## src/rtl/systolic_pkg.sv

```systemverilog
// Shared types and sizing helpers for the systolic array pass sequencer.
package systolic_pkg;

    typedef enum logic [2:0] {
        IDLE  = 3'd0,
        CLR   = 3'd1,
        FEED  = 3'd2,
        FLUSH = 3'd3,
        DRAIN = 3'd4,
        DONE  = 3'd5
    } seq_state_t;

    // Cycles of zero feed needed for skewed data to reach the far corner.
    function automatic int unsigned flush_len(input int unsigned n);
        return 2 * n - 2;
    endfunction

    // Bits needed to index 0..count-1 (never less than one).
    function automatic int unsigned idx_width(input int unsigned count);
        return (count <= 1) ? 1 : $clog2(count);
    endfunction

    function automatic int unsigned max3(input int unsigned a, input int unsigned b,
                                         input int unsigned c);
        int unsigned m;
        m = (a > b) ? a : b;
        return (m > c) ? m : c;
    endfunction

endpackage

```

## src/rtl/systolic_seq_ctrl_if.sv

```systemverilog
// Host command / datapath control bundle of the systolic pass sequencer.
// SYSTOLIC_SEQ_ABORT_EN adds the abort request.
interface systolic_seq_ctrl_if
    import systolic_pkg::*;
#(
    parameter int unsigned N          = 4,
    parameter int unsigned K_MAX      = 16,
    parameter int unsigned ADDR_WIDTH = 8,
    parameter int unsigned KW         = idx_width(K_MAX + 1)
) ();

    localparam int unsigned RW = idx_width(N);

    logic                  start;
    logic [KW-1:0]         k_len;
    logic [ADDR_WIDTH-1:0] base_addr;
`ifdef SYSTOLIC_SEQ_ABORT_EN
    logic                  abort;
`endif
    logic                  busy;
    logic                  acc_clear;
    logic                  rd_en;
    logic [ADDR_WIDTH-1:0] rd_addr;
    logic                  feed_valid;
    logic                  feed_zero;
    logic                  out_valid;
    logic [RW-1:0]         out_row;
    logic                  done;

`ifdef SYSTOLIC_SEQ_ABORT_EN
    modport master (output start, k_len, base_addr, abort,
                    input  busy, acc_clear, rd_en, rd_addr, feed_valid,
                           feed_zero, out_valid, out_row, done);
    modport slave  (input  start, k_len, base_addr, abort,
                    output busy, acc_clear, rd_en, rd_addr, feed_valid,
                           feed_zero, out_valid, out_row, done);
`else
    modport master (output start, k_len, base_addr,
                    input  busy, acc_clear, rd_en, rd_addr, feed_valid,
                           feed_zero, out_valid, out_row, done);
    modport slave  (input  start, k_len, base_addr,
                    output busy, acc_clear, rd_en, rd_addr, feed_valid,
                           feed_zero, out_valid, out_row, done);
`endif

endinterface

```

## src/rtl/systolic_seq_ctrl_phase_counter.sv

```systemverilog
// Loadable down-counter timing the FEED/FLUSH/DRAIN phases; holds at zero.
module phase_counter #(
    parameter int unsigned W = 4
) (
    input  logic         clk,
    input  logic         rst,
    input  logic         load,
    input  logic [W-1:0] load_val,
    output logic [W-1:0] count_nxt_c,
    output logic         tc_c
);

    logic [W-1:0] count;

    always_comb begin
        count_nxt_c = count;
        if (load) begin
            count_nxt_c = load_val;
        end else if (count != '0) begin
            count_nxt_c = count - W'(1);
        end
    end

    assign tc_c = (count == '0);

    always_ff @(posedge clk or posedge rst) begin
        if (rst) begin
            count <= '0;
        end else begin
            count <= count_nxt_c;
        end
    end

endmodule

```

## src/rtl/systolic_seq_ctrl.sv

```systemverilog
// Sequencer for one matrix-multiply pass: clear, operand feed, skew flush, row drain.
// SYSTOLIC_SEQ_ABORT_EN enables mid-pass abort back to IDLE.
module systolic_seq_ctrl
    import systolic_pkg::*;
#(
    parameter int unsigned N          = 4,
    parameter int unsigned K_MAX      = 16,
    parameter int unsigned ADDR_WIDTH = 8,
    parameter int unsigned KW         = idx_width(K_MAX + 1)
) (
    input  logic                clk,
    input  logic                clear,
    systolic_seq_ctrl_if.slave  bus
);

    localparam int unsigned RW = idx_width(N);
    localparam int unsigned FL = flush_len(N);
    localparam int unsigned CW = idx_width(max3(K_MAX, FL, N));

    seq_state_t            state, state_nxt;
    logic [KW-1:0]         k_lat, k_nxt;
    logic [ADDR_WIDTH-1:0] base_lat, base_nxt;
    logic [ADDR_WIDTH-1:0] addr_q, addr_nxt;
    logic                  cnt_load_c, cnt_tc_c, abort_c;
    logic [CW-1:0]         cnt_load_val_c, cnt_nxt_c;

    logic busy_q, acc_clear_q, rd_en_q, feed_valid_q, feed_zero_q, out_valid_q, done_q;
    logic busy_nxt, acc_clear_nxt, rd_en_nxt, feed_valid_nxt, feed_zero_nxt;
    logic out_valid_nxt, done_nxt;
    logic [RW-1:0] out_row_q, out_row_nxt;

`ifdef SYSTOLIC_SEQ_ABORT_EN
    assign abort_c = bus.abort && (state != IDLE);
`else
    assign abort_c = 1'b0;
`endif

    phase_counter #(.W(CW)) u_phase_cnt (
        .clk         (clk),
        .rst         (clear),
        .load        (cnt_load_c),
        .load_val    (cnt_load_val_c),
        .count_nxt_c (cnt_nxt_c),
        .tc_c        (cnt_tc_c)
    );

    // Next state; the phase counter is reloaded on every timed-phase entry.
    always_comb begin
        state_nxt      = state;
        k_nxt          = k_lat;
        base_nxt       = base_lat;
        cnt_load_c     = 1'b0;
        cnt_load_val_c = '0;
        case (state)
            IDLE: begin
                if (bus.start) begin
                    state_nxt = CLR;
                    k_nxt     = (bus.k_len > KW'(K_MAX)) ? KW'(K_MAX) : bus.k_len;
                    base_nxt  = bus.base_addr;
                end
            end
            CLR: begin
                cnt_load_c = 1'b1;
                if (k_lat != '0) begin
                    state_nxt      = FEED;
                    cnt_load_val_c = CW'(k_lat - KW'(1));
                end else begin
                    state_nxt      = DRAIN;
                    cnt_load_val_c = CW'(N - 1);
                end
            end
            FEED: begin
                if (cnt_tc_c) begin
                    state_nxt      = FLUSH;
                    cnt_load_c     = 1'b1;
                    cnt_load_val_c = CW'(FL - 1);
                end
            end
            FLUSH: begin
                if (cnt_tc_c) begin
                    state_nxt      = DRAIN;
                    cnt_load_c     = 1'b1;
                    cnt_load_val_c = CW'(N - 1);
                end
            end
            DRAIN: begin
                if (cnt_tc_c) begin
                    state_nxt = DONE;
                end
            end
            DONE:    state_nxt = IDLE;
            default: state_nxt = IDLE;
        endcase
        if (abort_c) begin
            state_nxt = IDLE;
        end
    end

    // Output decode from the upcoming state/count so registered outputs align with state.
    always_comb begin
        addr_nxt = '0;
        if (state_nxt == FEED) begin
            addr_nxt = (state == FEED) ? addr_q + ADDR_WIDTH'(1) : base_lat;
        end
        busy_nxt       = (state_nxt != IDLE);
        acc_clear_nxt  = (state_nxt == CLR) || abort_c;
        rd_en_nxt      = (state_nxt == FEED);
        feed_valid_nxt = (state_nxt == FEED) || (state_nxt == FLUSH);
        feed_zero_nxt  = (state_nxt == FLUSH);
        out_valid_nxt  = (state_nxt == DRAIN);
        out_row_nxt    = (state_nxt == DRAIN) ? RW'(N - 1) - RW'(cnt_nxt_c) : '0;
        done_nxt       = (state_nxt == DONE);
    end

    always_ff @(posedge clk or posedge clear) begin
        if (clear) begin
            state        <= IDLE;
            k_lat        <= '0;
            base_lat     <= '0;
            addr_q       <= '0;
            busy_q       <= 1'b0;
            acc_clear_q  <= 1'b0;
            rd_en_q      <= 1'b0;
            feed_valid_q <= 1'b0;
            feed_zero_q  <= 1'b0;
            out_valid_q  <= 1'b0;
            out_row_q    <= '0;
            done_q       <= 1'b0;
        end else begin
            state        <= state_nxt;
            k_lat        <= k_nxt;
            base_lat     <= base_nxt;
            addr_q       <= addr_nxt;
            busy_q       <= busy_nxt;
            acc_clear_q  <= acc_clear_nxt;
            rd_en_q      <= rd_en_nxt;
            feed_valid_q <= feed_valid_nxt;
            feed_zero_q  <= feed_zero_nxt;
            out_valid_q  <= out_valid_nxt;
            out_row_q    <= out_row_nxt;
            done_q       <= done_nxt;
        end
    end

    assign bus.busy       = busy_q;
    assign bus.acc_clear  = acc_clear_q;
    assign bus.rd_en      = rd_en_q;
    assign bus.rd_addr    = addr_q;
    assign bus.feed_valid = feed_valid_q;
    assign bus.feed_zero  = feed_zero_q;
    assign bus.out_valid  = out_valid_q;
    assign bus.out_row    = out_row_q;
    assign bus.done       = done_q;

endmodule

```

## src/flat_wrapper.sv

```systemverilog
// flat-port wrapper written by rule: the top's interface ports become plain ports
module systolic_seq_ctrl_flat import systolic_pkg::*;
#(
    parameter int unsigned N          = 4,
    parameter int unsigned K_MAX      = 16,
    parameter int unsigned ADDR_WIDTH = 8,
    parameter int unsigned KW         = idx_width(K_MAX + 1)
)
  (clk, clear, bus_start, bus_k_len, bus_base_addr, bus_busy, bus_acc_clear, bus_rd_en, bus_rd_addr, bus_feed_valid, bus_feed_zero, bus_out_valid, bus_out_row, bus_done);
  systolic_seq_ctrl_if #(.N(N), .K_MAX(K_MAX), .ADDR_WIDTH(ADDR_WIDTH), .KW(KW)) bus_i ();
  input  logic clk;
  input  logic clear;
  input wire logic [$bits(bus_i.start)-1:0] bus_start;
  input wire logic [$bits(bus_i.k_len)-1:0] bus_k_len;
  input wire logic [$bits(bus_i.base_addr)-1:0] bus_base_addr;
  output wire logic [$bits(bus_i.busy)-1:0] bus_busy;
  output wire logic [$bits(bus_i.acc_clear)-1:0] bus_acc_clear;
  output wire logic [$bits(bus_i.rd_en)-1:0] bus_rd_en;
  output wire logic [$bits(bus_i.rd_addr)-1:0] bus_rd_addr;
  output wire logic [$bits(bus_i.feed_valid)-1:0] bus_feed_valid;
  output wire logic [$bits(bus_i.feed_zero)-1:0] bus_feed_zero;
  output wire logic [$bits(bus_i.out_valid)-1:0] bus_out_valid;
  output wire logic [$bits(bus_i.out_row)-1:0] bus_out_row;
  output wire logic [$bits(bus_i.done)-1:0] bus_done;
  assign bus_i.start = bus_start;
  assign bus_i.k_len = bus_k_len;
  assign bus_i.base_addr = bus_base_addr;
  assign bus_busy = bus_i.busy;
  assign bus_acc_clear = bus_i.acc_clear;
  assign bus_rd_en = bus_i.rd_en;
  assign bus_rd_addr = bus_i.rd_addr;
  assign bus_feed_valid = bus_i.feed_valid;
  assign bus_feed_zero = bus_i.feed_zero;
  assign bus_out_valid = bus_i.out_valid;
  assign bus_out_row = bus_i.out_row;
  assign bus_done = bus_i.done;
  systolic_seq_ctrl #(.N(N), .K_MAX(K_MAX), .ADDR_WIDTH(ADDR_WIDTH), .KW(KW)) u_core (.clk(clk), .clear(clear), .bus(bus_i));
endmodule
```

## config.mk

```make
export PLATFORM = sky130hd
export DESIGN_NAME = systolic_seq_ctrl_flat
export DESIGN_NICKNAME = d
export VERILOG_FILES = /design/src/rtl/systolic_pkg.sv /design/src/rtl/systolic_seq_ctrl_if.sv /design/src/rtl/systolic_seq_ctrl_phase_counter.sv /design/src/rtl/systolic_seq_ctrl.sv /design/src/flat_wrapper.sv
export SDC_FILE = /design/constraint.sdc
export NUM_CORES = 1
export LEC_CHECK = 0
export BUFFER_PORTS_ARGS = -buffer_cell sky130_fd_sc_hd__clkbuf_2
export CORE_MARGIN = 3
export CORE_UTILIZATION = 55
export CTS_CLUSTER_DIAMETER = 60
export DETAILED_ROUTE_END_ITERATION = 8
export PLACE_DENSITY = 0.88
export SETUP_SLACK_MARGIN = 0.05
export SYNTH_ARGS = -nofsm -noshare
export SYNTH_HDL_FRONTEND = slang
export SYNTH_HIERARCHICAL = 1
export SYNTH_SLANG_ARGS = --single-unit
```

## constraint.sdc

```tcl
create_clock -name clk -period 4.8 [get_ports clk]
set_input_delay 0.96 -clock clk [delete_from_list [all_inputs] [get_ports clk]]
set_output_delay 0.96 -clock clk [all_outputs]
set_load 0.1 [all_outputs]
```

== Yosys cells after proc, flatten, opt, wreduce, memory -nomap -nowiden ==
Cells that the tools add are included.

* Multiplexer cells: 18
* Reduce and logical (&&, ||, !) cells: 9
* $add $sub $neg: 4
* Order comparisons: 1
* Eq/ne operators: 9

{| class="wikitable"
|+ Operators by type and width
! operator !! count
|-
| $mux W3 || 6
|-
| $mux W8 || 2
|-
| $pmux W3 S5 || 1
|-
| $eq A3 B2 Y1 const B || 4
|-
| $mux W4 || 3
|-
| $pmux W4 S3 || 1
|-
| $eq A3 B3 Y1 const B || 3
|-
| $add A8 B1 Y8 const B || 1
|-
| $sub A4 B1 Y4 const B || 2
|-
| $eq A3 B1 Y1 const B || 2
|-
| $gt A5 B5 Y1 const B || 1
|-
| $mux W5 || 1
|-
| $reduce_bool A5 Y1 || 1
|-
| $logic_not A4 Y1 || 1
|-
| $mux W2 || 2
|-
| $reduce_bool A4 Y1 || 1
|-
| $logic_not A3 Y1 || 1
|-
| $reduce_bool A3 Y1 || 1
|-
| $pmux W1 S2 || 1
|-
| $reduce_and A2 Y1 || 1
|-
| $reduce_bool A2 Y1 || 1
|-
| $reduce_or A2 Y1 || 1
|-
| $sub A2 B2 Y2 const A || 1
|-
| $logic_or A1 B1 Y1 || 1
|-
| $mux W1 || 1
|}

* Flip-flop bits (word level): 37
* Output and inout port bits: 17
* Logic and storage cells: 55

== Depth between registers and ports, before layout ==
Gate-level depths: netlist of the first run.

* Depth after elaboration: 6
* Mapped depth: 9
* Depth with buffers taken out: 8

== Modules after synthesis ==
Netlist of the first run, hierarchy kept.

{| class="wikitable"
|+ By module, submodules not included
! module !! cells an instance !! area each (sq um) !! sequential area each (sq um) !! instances
|-
| systolic_seq_ctrl || 131 || 1,556.5 || 825.8 || 1
|-
| phase_counter || 22 || 236.5 || 100.1 || 1
|}

== Worst setup path before layout of the first run ==
No wires, ideal clock.

* Path type: register to register
* From: register u_core.u_phase_cnt.count[0]
* To: register u_core.out_row_q[1] (netlist: u_core/bus.out_row[1])
* Path buffers: 1
* Data arrival time: 2,056 ps
* Required time: 4,728 ps
* Setup slack: 2,672 ps
* Stages on the path, launching flop included: 9
* Cell sequence: dfrtp_1 inv_1 ha_1 nor3b_4 clkbuf_1 nand2_1 a21oi_1 mux2_2 nor2_1

* Word-level cells in the longest chain between the ends: 6

{| class="wikitable"
|+ RTL lines
! item !! line !! source
|-
| from (decl) || systolic_seq_ctrl_phase_counter.sv:13 || <nowiki>logic [W-1:0] count;</nowiki>
|-
| from (signal assigned) || systolic_seq_ctrl_phase_counter.sv:30 || <nowiki>count <= count_nxt_c;</nowiki>
|-
| $logic_not A4 Y1 || systolic_seq_ctrl_phase_counter.sv:24 || <nowiki>assign tc_c = (count == '0);</nowiki>
|-
| via u_core.cnt_tc_c || systolic_seq_ctrl.sv:24 || <nowiki>logic cnt_load_c, cnt_tc_c, abort_c;</nowiki>
|-
| $mux W1 || systolic_seq_ctrl.sv:73, systolic_seq_ctrl.sv:80 ||
|-
| $pmux W1 S2 || systolic_seq_ctrl.sv:54 || <nowiki>case (state)</nowiki>
|-
| via u_core.cnt_load_c || systolic_seq_ctrl.sv:24 ||
|-
| $mux W4 || systolic_seq_ctrl_phase_counter.sv:17 || <nowiki>if (load) begin</nowiki>
|-
| via u_core.cnt_nxt_c[1] || systolic_seq_ctrl.sv:25 || <nowiki>logic [CW-1:0] cnt_load_val_c, cnt_nxt_c;</nowiki>
|-
| $sub A2 B2 Y2 || systolic_seq_ctrl.sv:111 || <nowiki>out_row_nxt = (state_nxt == DRAIN) ? RW'(N - 1) - RW'(cnt_nxt_c) : '0;</nowiki>
|-
| $mux W2 || systolic_seq_ctrl.sv:111 ||
|-
| via u_core.out_row_nxt[1] || systolic_seq_ctrl.sv:30 || <nowiki>logic [RW-1:0] out_row_q, out_row_nxt;</nowiki>
|-
| to (signal assigned) || systolic_seq_ctrl.sv:140 || <nowiki>out_row_q <= out_row_nxt;</nowiki>
|-
| to (decl) || systolic_seq_ctrl.sv:30 ||
|}

The timed path passes the listed nets, and every way through them passes these cells. The select of a mux whose other input is x is not followed.
A chain may end at the register's enable or synchronous reset.

== Worst setup path after layout of the first run ==
Same ends and word-level chain as after synthesis.

==> summary.md, run 1 <==
| Metric | Value |
|---|---|
| Vias | `1220` |
| Hold_buf cts | `0` |
| RSZ-0062 raised after global routing | `false` |
| Die Span X | `about 63 µm` |
| Post-DP HPWL | `2470 µm` |
| Setup crit start kind | `flip-flop` |
| # Post-CTS Setup Buffers | `0` |
| Syn Area/Cell | `approximately 12 µm²` |
| Seq/Total Area, Yosys | `0.516` |
| Critical path arrival | `~2.6 ns` |
| Critical path origin | `u_core/u_phase_cnt/count[0]$_DFF_PP0_` |
| Cells on worst reg2reg path | `7` |
| FF-to-FF End | `u_core/bus.out_row[1]$_DFF_PP0_` |
| Die height | `63.1 µm` |
| Fillers | `~230` |
| # rows | `20` |
| Clock Path Buffers | `2` |
| Core Area | `a little over 3000 µm²` |
| Synthesis Warnings | `6` |
| Outcome | `completed` |
| PortBufs | `32` |
| Largest net degree at the start of global routing | `21` |
| CTS Sinks | `37` |
| CTS buffer count | `5` |
| Clock Skews | `between 0.01 and 0.015 ns` |
| Final Setup Violations | `0` |
| GRT Overall Usage | `0.184` |
| Grt total ovfl | `0` |
| Initial core utilization | `0.583` |
| Antenna violations before repair | `0` |
| CP required | `roughly 5.1 ns` |
| Mapped Cells | `about 150` |
| Io pins | `33` |
| CTS H-tree lvls | `2` |
| Detailed-route DRC error count | `0` |
| Clock-pin transition on the worst setup and hold timing paths | `approximately 0.10 ns` |
| Max cap viols | `0` |
| Number of global-route vias before repair | `roughly 1300` |
| NumNets Final | `roughly 210` |
| Post_cts resized | `0` |
| First-pass GRT wire length | `between 5000 and 6000 µm` |
| Clk_lat worst skew | `~0.34 ns` |
| Hold crit path type | `input pin to async pin` |
| Synthesized flop and latch total | `37` |
| Post-Route WL | `approximately 3200 µm` |
| Least-Margin Pin Slew | `0.975 ns` |
| TritonCTS clock tree | `yes` |
| Gpl congestion | `0.774` |
| N_diodes | `0` |
| Peak Freq | `roughly 0.43 GHz` |
| Area Growth Syn to Fin | `15.3%` |
| CTS Root Cell | `clkbuf_4` |
| Worst slew margin | `0.347` |
| TNS Setup | `0 ns` |
| Die ar. | `roughly 4000 µm²` |
| Cell area after synthesis | `1790 µm²` |
| Initial DRC count | `46` |
| Max Slew Vio Count | `0` |
| R2r startpoint | `u_core/u_phase_cnt/count[0]$_DFF_PP0_` |
| Setup CP Type | `flip-flop to flip-flop` |
| Worst reg2reg setup slack | `between 2 and 2.5 ns` |
| Vias/cell | `between 5 and 6` |
| Worst-path fanout max | `10` |
| Final hold violation count | `0` |
| First-pass iteration count of the detailed router | `4` |
| Syn Nets | `around 170` |
| Synth cell types | `40` |
| Antenna viol nets, final | `0` |
| Fraction of layout cells with a size suffix above 1 | `0.337` |
| Final Critical Period | `around 2.4 ns` |
| Finished Core Util | `0.672` |
| Avg WL per Cell | `14.0 µm` |
| Crit end category | `flip-flop` |
| Period utilization | `0.490` |
## state kept, by name, summed over array words and instances (netlist names)
| register | flops |
|---|---|
| u_core/bus.feed_valid | 1 |
| u_core/bus.done | 1 |
| u_core/k_lat | 5 |
| u_core/bus.feed_zero | 1 |
| u_core/bus.rd_en | 1 |
| u_core/bus.out_valid | 1 |
| u_core/bus.rd_addr | 8 |
| u_core/base_lat | 8 |
| u_core/u_phase_cnt/count | 4 |
| u_core/bus.out_row | 2 |
| u_core/state | 3 |
| u_core/bus.busy | 1 |
| u_core/bus.acc_clear | 1 |
## placed cells by master, fill, tap and decap left out, drive strengths merged
| cell | Yosys | routed |
|---|---|---|
| nor4b | 1 | 1 |
| bufinv | 0 | 2 |
| nor3b | 4 | 4 |
| a21o | 1 | 1 |
| or2 | 1 | 1 |
| xnor2 | 5 | 5 |
| a211oi | 7 | 7 |
| a21oi | 2 | 2 |
| mux2 | 11 | 11 |
| o21ai | 10 | 10 |
| nand2 | 5 | 5 |
| mux2i | 2 | 2 |
| a221o | 1 | 1 |
| ha | 3 | 3 |
| or4b | 1 | 1 |
| inv | 11 | 11 |
| clkinv | 0 | 1 |
| clkbuf | 1 | 37 |
| buf | 6 | 1 |
| nor3 | 3 | 3 |
| o211ai | 1 | 1 |
| xor2 | 5 | 5 |
| or3b | 1 | 1 |
| and3b | 1 | 1 |
| or2b | 1 | 1 |
| o31a | 1 | 1 |
| nand2b | 3 | 3 |
| dfrtp | 37 | 37 |
| nand3 | 5 | 5 |
| nand4b | 1 | 1 |
| o311a | 1 | 1 |
| or3 | 2 | 2 |
| nor2 | 12 | 12 |
| and3 | 2 | 2 |
| nand3b | 5 | 5 |
## stage by stage
step / worst slack, ns / std cells / hold slack [ns] / area, µm²
finish: 2.45 / 231 / 0.494 / 2070
detailed placement: 2.42 / 223 / 0.480 / 1960
global route: 2.22 / 231 / 0.479 / 2070
global placement: 2.48 / 223 / 0.477 / 1960
floorplan: 2.67 / 153 / 0.459 / 1790
CTS: 2.45 / 231 / 0.481 / 2070
## kinds of logic (layout without fill, tap and decap cells)
logic type,after synthesis,count (layout),synth area share
buffers and inverters,18,52,0.0516
muxes,13,13,0.0803
xor gates and xnor gates,10,10,0.0488
AOI/OAI and AO/OA,24,24,0.107
adders and majority gates,3,3,0.0209
and+or+nand+nor,48,48,0.175
DFF,37,37,0.516
## Yosys cell counts, drive strengths merged
cell,instances,area [µm²]
a211oi,7,87.6
a21o,1,7.51
a21oi,2,10.0
a221o,1,10.0
and3,2,12.5
and3b,1,8.76
buf,6,47.5
clkbuf,1,3.75
dfrtp,37,926
ha,3,37.5
inv,11,41.3
mux2,11,124
mux2i,2,20.0
nand2,5,18.8
nand2b,3,26.3
nand3,5,25.0
nand3b,5,37.5
nand4b,1,8.76
nor2,12,47.6
nor3,3,15.0
nor3b,4,41.3
nor4b,1,23.8
o211ai,1,7.51
o21ai,10,50.0
o311a,1,10.0
o31a,1,8.76
or2,1,6.26
or2b,1,7.51
or3,2,12.5
or3b,1,8.76
or4b,1,13.8
xnor2,5,43.8
xor2,5,43.8
## worst max-delay path, cell delays in order, from the launching register on
cell	delay (ns)
dfrtp_1	0.39
inv_1	0.10
ha_1	0.22
nor3b_4	0.45
nand2_1	0.16
a21oi_1	0.46
mux2_2	0.42
nor2_1	0.10
## area by class of cell
class / instances / area, µm² / area share
tap: 44 / 55.1 / 0.0266
inverter: 11 / 41.3 / 0.0200
clock inverter: 3 / 65.1 / 0.0315
clock buffer: 5 / 37.5 / 0.0182
sequential: 37 / 926 / 0.448
multi-input combinational: 98 / 774 / 0.375
timing repair buffer: 33 / 168 / 0.0811
## how the worst max path moves through the flow
stage          slack [ns]                         endpoint  depth (start not counted)
6_report             2.45  u_core/bus.out_row[1]$_DFF_PP0_                          7
5_1_grt              2.22  u_core/bus.out_row[1]$_DFF_PP0_                          7
4_1_cts              2.45  u_core/bus.out_row[1]$_DFF_PP0_                          7
3_5_place_dp         2.42   u_core/base_lat[5]$_DFFE_PP0P_                          3
3_3_place_gp         2.48   u_core/base_lat[6]$_DFFE_PP0P_                          3
2_1_floorplan        2.67  u_core/bus.out_row[1]$_DFF_PP0_                          8
## metal layers
layer / global-route usage / routed length (µm) / vias up
met3: 0.0642 / 160 / 5
li1: - / - / 596
met4: 0.0634 / 48 / 0
met5: 0 / 0 / -
met1: 0.223 / 1420 / 595
met2: 0.304 / 1610 / 24
Power of run 1 is not shown: default switching activity piles up to over one toggle a cycle in this logic, so the estimate is an artifact.
==> run 2, diff against run 1 <==
ABC_AREA = 1   (was not set)
CORE_UTILIZATION = 49   (was 55)
PLACE_DENSITY = 0.83   (was 0.88)
clock period = 1.9 ns   (was 4.8 ns; I/O delays follow)
==> summary.md, run 2 <==
| Metric | Value |
|---|---|
| Outcome | `completed (unchanged)` |
| Top cells by count, synth | `nand2_1 (61), dfrtp_1 (37), inv_1 (24), nand3_1 (20), nor2_1 (18) (was dfrtp_1 (37), inv_1 (11), nor2_1 (11), mux2_2 (10), o21ai_0 (9))` |
| Cell type with the highest aggregate area in the netlist | `dfrtp_1 (unchanged)` |
| Gpl congestion | `0.850 (was 0.774)` |
| Grt total ovfl | `0 (unchanged)` |
| Synthesis Warnings | `6 (unchanged)` |
| Commonest non-fill, non-tap cells in the layout | `nand2_1 (61), dfrtp_1 (37), clkbuf_2 (32) (was dfrtp_1 (37), clkbuf_2 (32), nor2_1 (11), inv_1 (11), mux2_2 (10))` |
| Syn Nets | `240 (was 172)` |
| Antenna viol nets, final | `0 (unchanged)` |
| Final Critical Period | `1.69 ns (was 2.35 ns)` |
| Commonest non-fill, non-tap cell in the layout | `nand2_1 (was dfrtp_1)` |
| Area of the multi-input gates | `787 µm² (was 774 µm²)` |
| Antenna violations before repair | `0 (unchanged)` |
| Die ar. | `4510 µm² (was 3980 µm²)` |
| Max cap viols | `0 (unchanged)` |
| Io pins | `33 (unchanged)` |
| Initial DRC count | `62 (was 46)` |
| CP required | `2.12 ns (was 5.07 ns)` |
| Critical path arrival | `1.91 ns (was 2.62 ns)` |
| Clock Skews | `0.00705 ns (was 0.0106 ns)` |
| Max Slew Vio Count | `0 (unchanged)` |
| Mapped Cells | `221 (was 153)` |
| Synth Flop Type | `dfrtp_1 (unchanged)` |
| Largest net degree at the start of global routing | `34 (was 21)` |
| Worst slew margin | `0.639 (was 0.347)` |
| CTS Sinks | `37 (unchanged)` |
| Synthesized flop and latch total | `37 (unchanged)` |
| Fraction of registers with async set/reset | `1.00 (unchanged)` |
| Die Span X | `67.1 µm (was 63.1 µm)` |
| Least-Margin Pin Slew | `0.544 ns (was 0.975 ns)` |
| Initial core utilization | `0.528 (was 0.583)` |
| Avg WL per Cell | `11.0 µm (was 14.0 µm)` |
| CTS Root Cell | `clkbuf_8 (was clkbuf_4)` |
| Hold Crit Depth | `3` |
| Clock-pin transition on the worst setup and hold timing paths | `0.08 ns (was 0.10 ns)` |
| Post-synth EDFFs | `0 (unchanged)` |
| Post-synth top area share | `0.505 (was 0.516)` |
| Vias | `1503 (was 1220)` |
| Vias/cell | `4.88 (was 5.28)` |
| FF/Latch Area | `926 µm² (unchanged)` |
| Number of global-route vias before repair | `1355 (was 1271)` |
| Final hold violation count | `0 (unchanged)` |
| Crit end category | `flip-flop (unchanged)` |
| N_diodes | `0 (unchanged)` |
| PortBufs | `32 (unchanged)` |
| Clock Path Buffers | `2 (unchanged)` |
| RSZ-0062 raised after global routing | `false (unchanged)` |
| Setup crit start kind | `flip-flop (unchanged)` |
| Period utilization | `0.889 (was 0.490)` |
| First-pass GRT wire length | `5950 µm (was 5690 µm)` |
| Synth cell types | `28 (was 40)` |
| Syn Area/Cell | `8.29 µm² (was 11.7 µm²)` |
| Die height | `67.1 µm (was 63.1 µm)` |
| GRT Overall Usage | `0.175 (was 0.184)` |
| First-pass iteration count of the detailed router | `4 (unchanged)` |
| Area Growth Syn to Fin | `18.1% (was 15.3%)` |
| Most frequent cell after synthesis | `nand2_1 (was dfrtp_1)` |
| Setup CP Type | `flip-flop to flip-flop (unchanged)` |
| Hold crit path type | `input pin to flip-flop (was input pin to async pin)` |
| Cells on worst reg2reg path | `10 (was 7)` |
| Post-DP HPWL | `2580 µm (was 2470 µm)` |
| TritonCTS clock tree | `yes (unchanged)` |
| Fillers | `332 (was 227)` |
| CTS H-tree lvls | `2 (unchanged)` |
| Final Setup Violations | `0 (unchanged)` |
| TNS Setup | `0 ns (unchanged)` |
| Top cells by area, synth | `dfrtp_1 (51%), nand2_1 (13%), nand3_1 (5.5%) (was dfrtp_1 (52%), mux2_2 (6.3%), a211oi_2 (4.9%))` |
| Core Area | `3470 µm² (was 3080 µm²)` |
| Seq/Total Area, Yosys | `0.505 (was 0.516)` |
| Clk_lat worst skew | `0.29 ns (was 0.34 ns)` |
| Worst-path fanout max | `7 (was 10)` |
| Peak Freq | `0.592 GHz (was 0.425 GHz)` |
| Detailed-route DRC error count | `0 (unchanged)` |
| NumNets Final | `280 (was 205)` |
| Cell area after synthesis | `1830 µm² (was 1790 µm²)` |
| CTS buffer count | `5 (unchanged)` |
| Post-Route WL | `3390 µm (was 3240 µm)` |
| # rows | `21 (was 20)` |
| Fraction of layout cells with a size suffix above 1 | `0.279 (was 0.337)` |
-- run 2: changes by cell type after synthesis, sizes merged, moves of 3 or more --
cell,change
a211oi,-7
buf,-5
inv,+22
mux2,-11
nand2,+63
nand2b,-3
nand3,+19
nand3b,-5
nand4,+4
nor2,+12
nor3b,-4
xnor2,-3
xor2,-4
-- run 2: what timing repair did --
action / in CTS / in global routing
hold buffers: 1 / 0
endpoints found under the setup margin: 0 / 13
resized for setup: 0 / 3
endpoints found under the hold margin: 4 / 0
buffers inserted: 0 / 0
-- run 2: cell families (layout without fill, tap and decap cells) --
family,count (synthesis),in the layout,synth area share
simple gates,124,124,0.322
flops,37,37,0.505
buf+inv,34,75,0.0717
compound gates,20,20,0.0663
fa+ha+maj,3,3,0.0205
xor+xnor,3,3,0.0143
-- run 2: worst max-delay path: stages, from the launching register on --
cell	delay [ns]
dfrtp_1	0.39
inv_1	0.16
ha_4	0.19
nand2_2	0.09
inv_2	0.10
nor2_1	0.05
nand2_1	0.10
nand2_2	0.09
nor2_4	0.21
nand2_4	0.13
nor2_2	0.12
-- run 2: metrics by stage --
stage | area (µm²) | setup slack (ns) | hold slack, ns | std cells | utilization
2_1_floorplan | 1830 | 0.0535 | 0.146 | 221 | -
3_3_place_gp | 2050 | 0.261 | 0.263 | 299 | 0.591
3_5_place_dp | 2050 | 0.165 | 0.265 | 299 | 0.591
4_1_cts | 2150 | 0.147 | 0.270 | 308 | 0.620
5_1_grt | 2160 | 0.0455 | 0.285 | 308 | 0.624
6_report | 2160 | 0.212 | 0.278 | 308 | 0.624
-- run 2: path summary, 6_finish.rpt --
path / start / slack (ns) / end
min: bus_base_addr[5] / 0.28 / u_core/base_lat[5]$_DFFE_PP0P_
min reg2reg: u_core/base_lat[6]$_DFFE_PP0P_ / 0.48 / u_core/base_lat[6]$_DFFE_PP0P_
max reg2reg: u_core/u_phase_cnt/count[0]$_DFF_PP0_ / 0.21 / u_core/bus.rd_addr[5]$_DFF_PP0_
min in group asynchronous: clear / 0.51 / u_core/u_phase_cnt/count[3]$_DFF_PP0_
max: u_core/u_phase_cnt/count[0]$_DFF_PP0_ / 0.21 / u_core/bus.rd_addr[5]$_DFF_PP0_
max in group asynchronous: clear / 0.90 / u_core/k_lat[3]$_DFFE_PP0P_
-- run 2: per-layer routing --
layer	wire [µm]	part of all wire	vias to the layer above	global-route usage
met1	1710	0.50	684	0.245
met2	1430	0.42	42	0.260
met3	199	0.059	6	0.0499
met4	48	0.014	0	0.0608
met5	0	0	-	0
li1	-	-	771	-
-- run 2: final cells by class --
type	instances	share of cell area
Clock buffer	5	0.0318
Multi-Input combinational cell	150	0.364
Timing Repair Buffer	34	0.0821
Inverter	33	0.0573
Clock inverter	3	0.0104
Tap cell	46	0.0266
Sequential cell	37	0.428
Power of run 2 is left out for the same reason.
==> run 3, diff against run 2 <==
clock period = 1.45 ns   (was 1.9 ns; I/O delays follow)
==> summary.md, run 3 (synthesis results as in run 2) <==
| Metric | Value |
|---|---|
| Outcome | `complete, but fails checks (was completed)` |
| Failing checks | `setup timing` |
| Period utilization | `1.05 (was 0.889)` |
| First-pass GRT wire length | `6620 µm (was 5950 µm)` |
| Cell Count, Final, Fillers Out | `319 (was 308)` |
| TritonCTS clock tree | `yes (unchanged)` |
| Least-Margin Pin Slew | `0.399 ns (was 0.544 ns)` |
| Antenna violations before repair | `0 (unchanged)` |
| Gpl congestion | `0.890 (was 0.850)` |
| Cell area after layout | `2420 µm² (was 2160 µm²)` |
| CP Buf/Inv Count | `2 (unchanged)` |
| Avg WL per Cell | `12.6 µm (was 11.0 µm)` |
| Placed inst area | `2270 µm² (was 2050 µm²)` |
| Cells after DPL | `306 (was 299)` |
| Clock-pin transition on the worst setup and hold timing paths | `0.07 ns (was 0.08 ns)` |
| Die height | `67.1 µm (unchanged)` |
| Clk_lat worst skew | `0.30 ns (was 0.29 ns)` |
| Hold crit path type | `input pin to flip-flop (unchanged)` |
| Grt total ovfl | `0 (unchanged)` |
| Max Slew Vio Count | `0 (unchanged)` |
| PortBufs | `32 (unchanged)` |
| Worst slew margin | `0.734 (was 0.639)` |
| Final Setup Violations | `10 (was 0)` |
| Post-Route WL | `4010 µm (was 3390 µm)` |
| Crit end category | `flip-flop (unchanged)` |
| Critical path arrival | `1.75 ns (was 1.91 ns)` |
| TNS Setup | `-0.451 ns (was 0 ns)` |
| Number of global-route vias before repair | `1467 (was 1355)` |
| CTS H-tree lvls | `2 (unchanged)` |
| Clock Skews | `0.00918 ns (was 0.00705 ns)` |
| NumNets Final | `291 (was 280)` |
| RSZ-0062 raised after global routing | `true (was false)` |
| Final hold violation count | `0 (unchanged)` |
| Clock Path Buffers | `2 (unchanged)` |
| CP dominant cell by count | `nand2_4 (was nand2_2)` |
| Area Growth Syn to Fin | `32.1% (was 18.1%)` |
| Initial core utilization | `0.528 (unchanged)` |
| Detailed-route DRC error count | `0 (unchanged)` |
| Crit path max-delay family | `simple AND/OR/NAND/NOR gates (unchanged)` |
| Fillers | `296 (was 332)` |
| Vias/cell | `5.02 (was 4.88)` |
| Commonest non-fill, non-tap cells in the layout | `nand2_1 (58), dfrtp_1 (30), buf_4 (23) (was nand2_1 (61), dfrtp_1 (37), clkbuf_2 (32))` |
| Die ar. | `4510 µm² (unchanged)` |
| # rows | `21 (unchanged)` |
| Finished Core Util | `0.698 (was 0.624)` |
| Largest net degree at the start of global routing | `34 (unchanged)` |
| Hold Crit Depth | `3 (unchanged)` |
| Die Span X | `67.1 µm (unchanged)` |
| Cells on worst reg2reg path | `10 (unchanged)` |
| Final Critical Period | `1.53 ns (was 1.69 ns)` |
| Peak Freq | `0.655 GHz (was 0.592 GHz)` |
| Crit-path max cell delay | `0.40 ns (was 0.39 ns)` |
| Post-DP HPWL | `2950 µm (was 2580 µm)` |
| CP required | `1.67 ns (was 2.12 ns)` |
| Antenna viol nets, final | `0 (unchanged)` |
| Initial DRC count | `160 (was 62)` |
| Post-route setup slack | `-0.0774 ns (was 0.212 ns)` |
| Core Area | `3470 µm² (unchanged)` |
| CTS Sinks | `37 (unchanged)` |
| Commonest non-fill, non-tap cell in the layout | `nand2_1 (unchanged)` |
| Levels on crit path | `10 (unchanged)` |
| Worst-path fanout max | `7 (unchanged)` |
| CTS Root Cell | `clkbuf_8 (unchanged)` |
| GRT Overall Usage | `0.202 (was 0.175)` |
| Setup CP Type | `flip-flop to flip-flop (unchanged)` |
| First-pass iteration count of the detailed router | `4 (unchanged)` |
| Setup crit start kind | `flip-flop (unchanged)` |
| CTS buffer count | `5 (unchanged)` |
| N_diodes | `0 (unchanged)` |
| Fraction of layout cells with a size suffix above 1 | `0.355 (was 0.279)` |
| Io pins | `33 (unchanged)` |
| Max cap viols | `0 (unchanged)` |
| Worst-path cell chain | `inv_2, ha_4, nand2_4, inv_4, nor2_1, nand2_1, nand2_2, nor2_4, nand2_4, a21oi_2 (was inv_1, ha_4, nand2_2, inv_2, nor2_1, nand2_1, nand2_2, nor2_4, nand2_4, nor2_2)` |
| Vias | `1602 (was 1503)` |
| Critical-path top delay cell | `dfrtp_1 (unchanged)` |
==> run 3: worst paths after layout <==
kind	slack, ns	to	start
min in group asynchronous	0.42	u_core/u_phase_cnt/count[0]$_DFF_PP0_	clear
max reg2reg	-0.08	u_core/bus.rd_addr[4]$_DFF_PP0_	u_core/u_phase_cnt/count[1]$_DFF_PP0_
max	-0.08	u_core/bus.rd_addr[4]$_DFF_PP0_	u_core/u_phase_cnt/count[1]$_DFF_PP0_
min	0.19	u_core/base_lat[4]$_DFFE_PP0P_	bus_base_addr[4]
max in group asynchronous	0.49	u_core/bus.rd_addr[1]$_DFF_PP0_	clear
min reg2reg	0.49	u_core/base_lat[3]$_DFFE_PP0P_	u_core/base_lat[3]$_DFFE_PP0P_
==> run 3: area by class of cell <==
class                   instances  area [µm²]  share of cell area
repair buffers                 45         378               0.156
inverters                      33         131              0.0543
clock buffers                   7        86.3              0.0357
clock inverters                 1        7.51             0.00310
well taps                      46        57.6              0.0238
multi-input cells             150         817               0.338
flip-flops and latches         37         942               0.389
==> run 3: routing by layer <==
metal / track usage / share of wire / up-vias
met5: 0 / 0 / -
met4: 0.114 / 0.025 / 0
met3: 0.0349 / 0.066 / 8
met2: 0.309 / 0.47 / 59
met1: 0.270 / 0.44 / 734
li1: - / - / 801
==> run 3: repair_timing <==
action                     4_1_cts  5_1_grt
hold endpoints to repair         4        0
pin swaps                        3        2
gates resized for setup          0        7
hold buffers                     1        0
setup endpoints to repair       13       30
buffers inserted                 2        2
==> run 3: metrics by stage <==
stage               worst slack (ns)  hold slack, ns
global placement              0.0318           0.177
finish                       -0.0774           0.189
CTS                          -0.0321           0.180
detailed placement           -0.0263           0.183
global route                  -0.147           0.199
floorplan                     0.0433          0.0561
==> run 3: tightest hold or removal path: stages <==
cell      delay, ns
clkbuf_2       0.07
nand2_1        0.04
nand2_1        0.04
Power of run 3 is left out for the same reason.
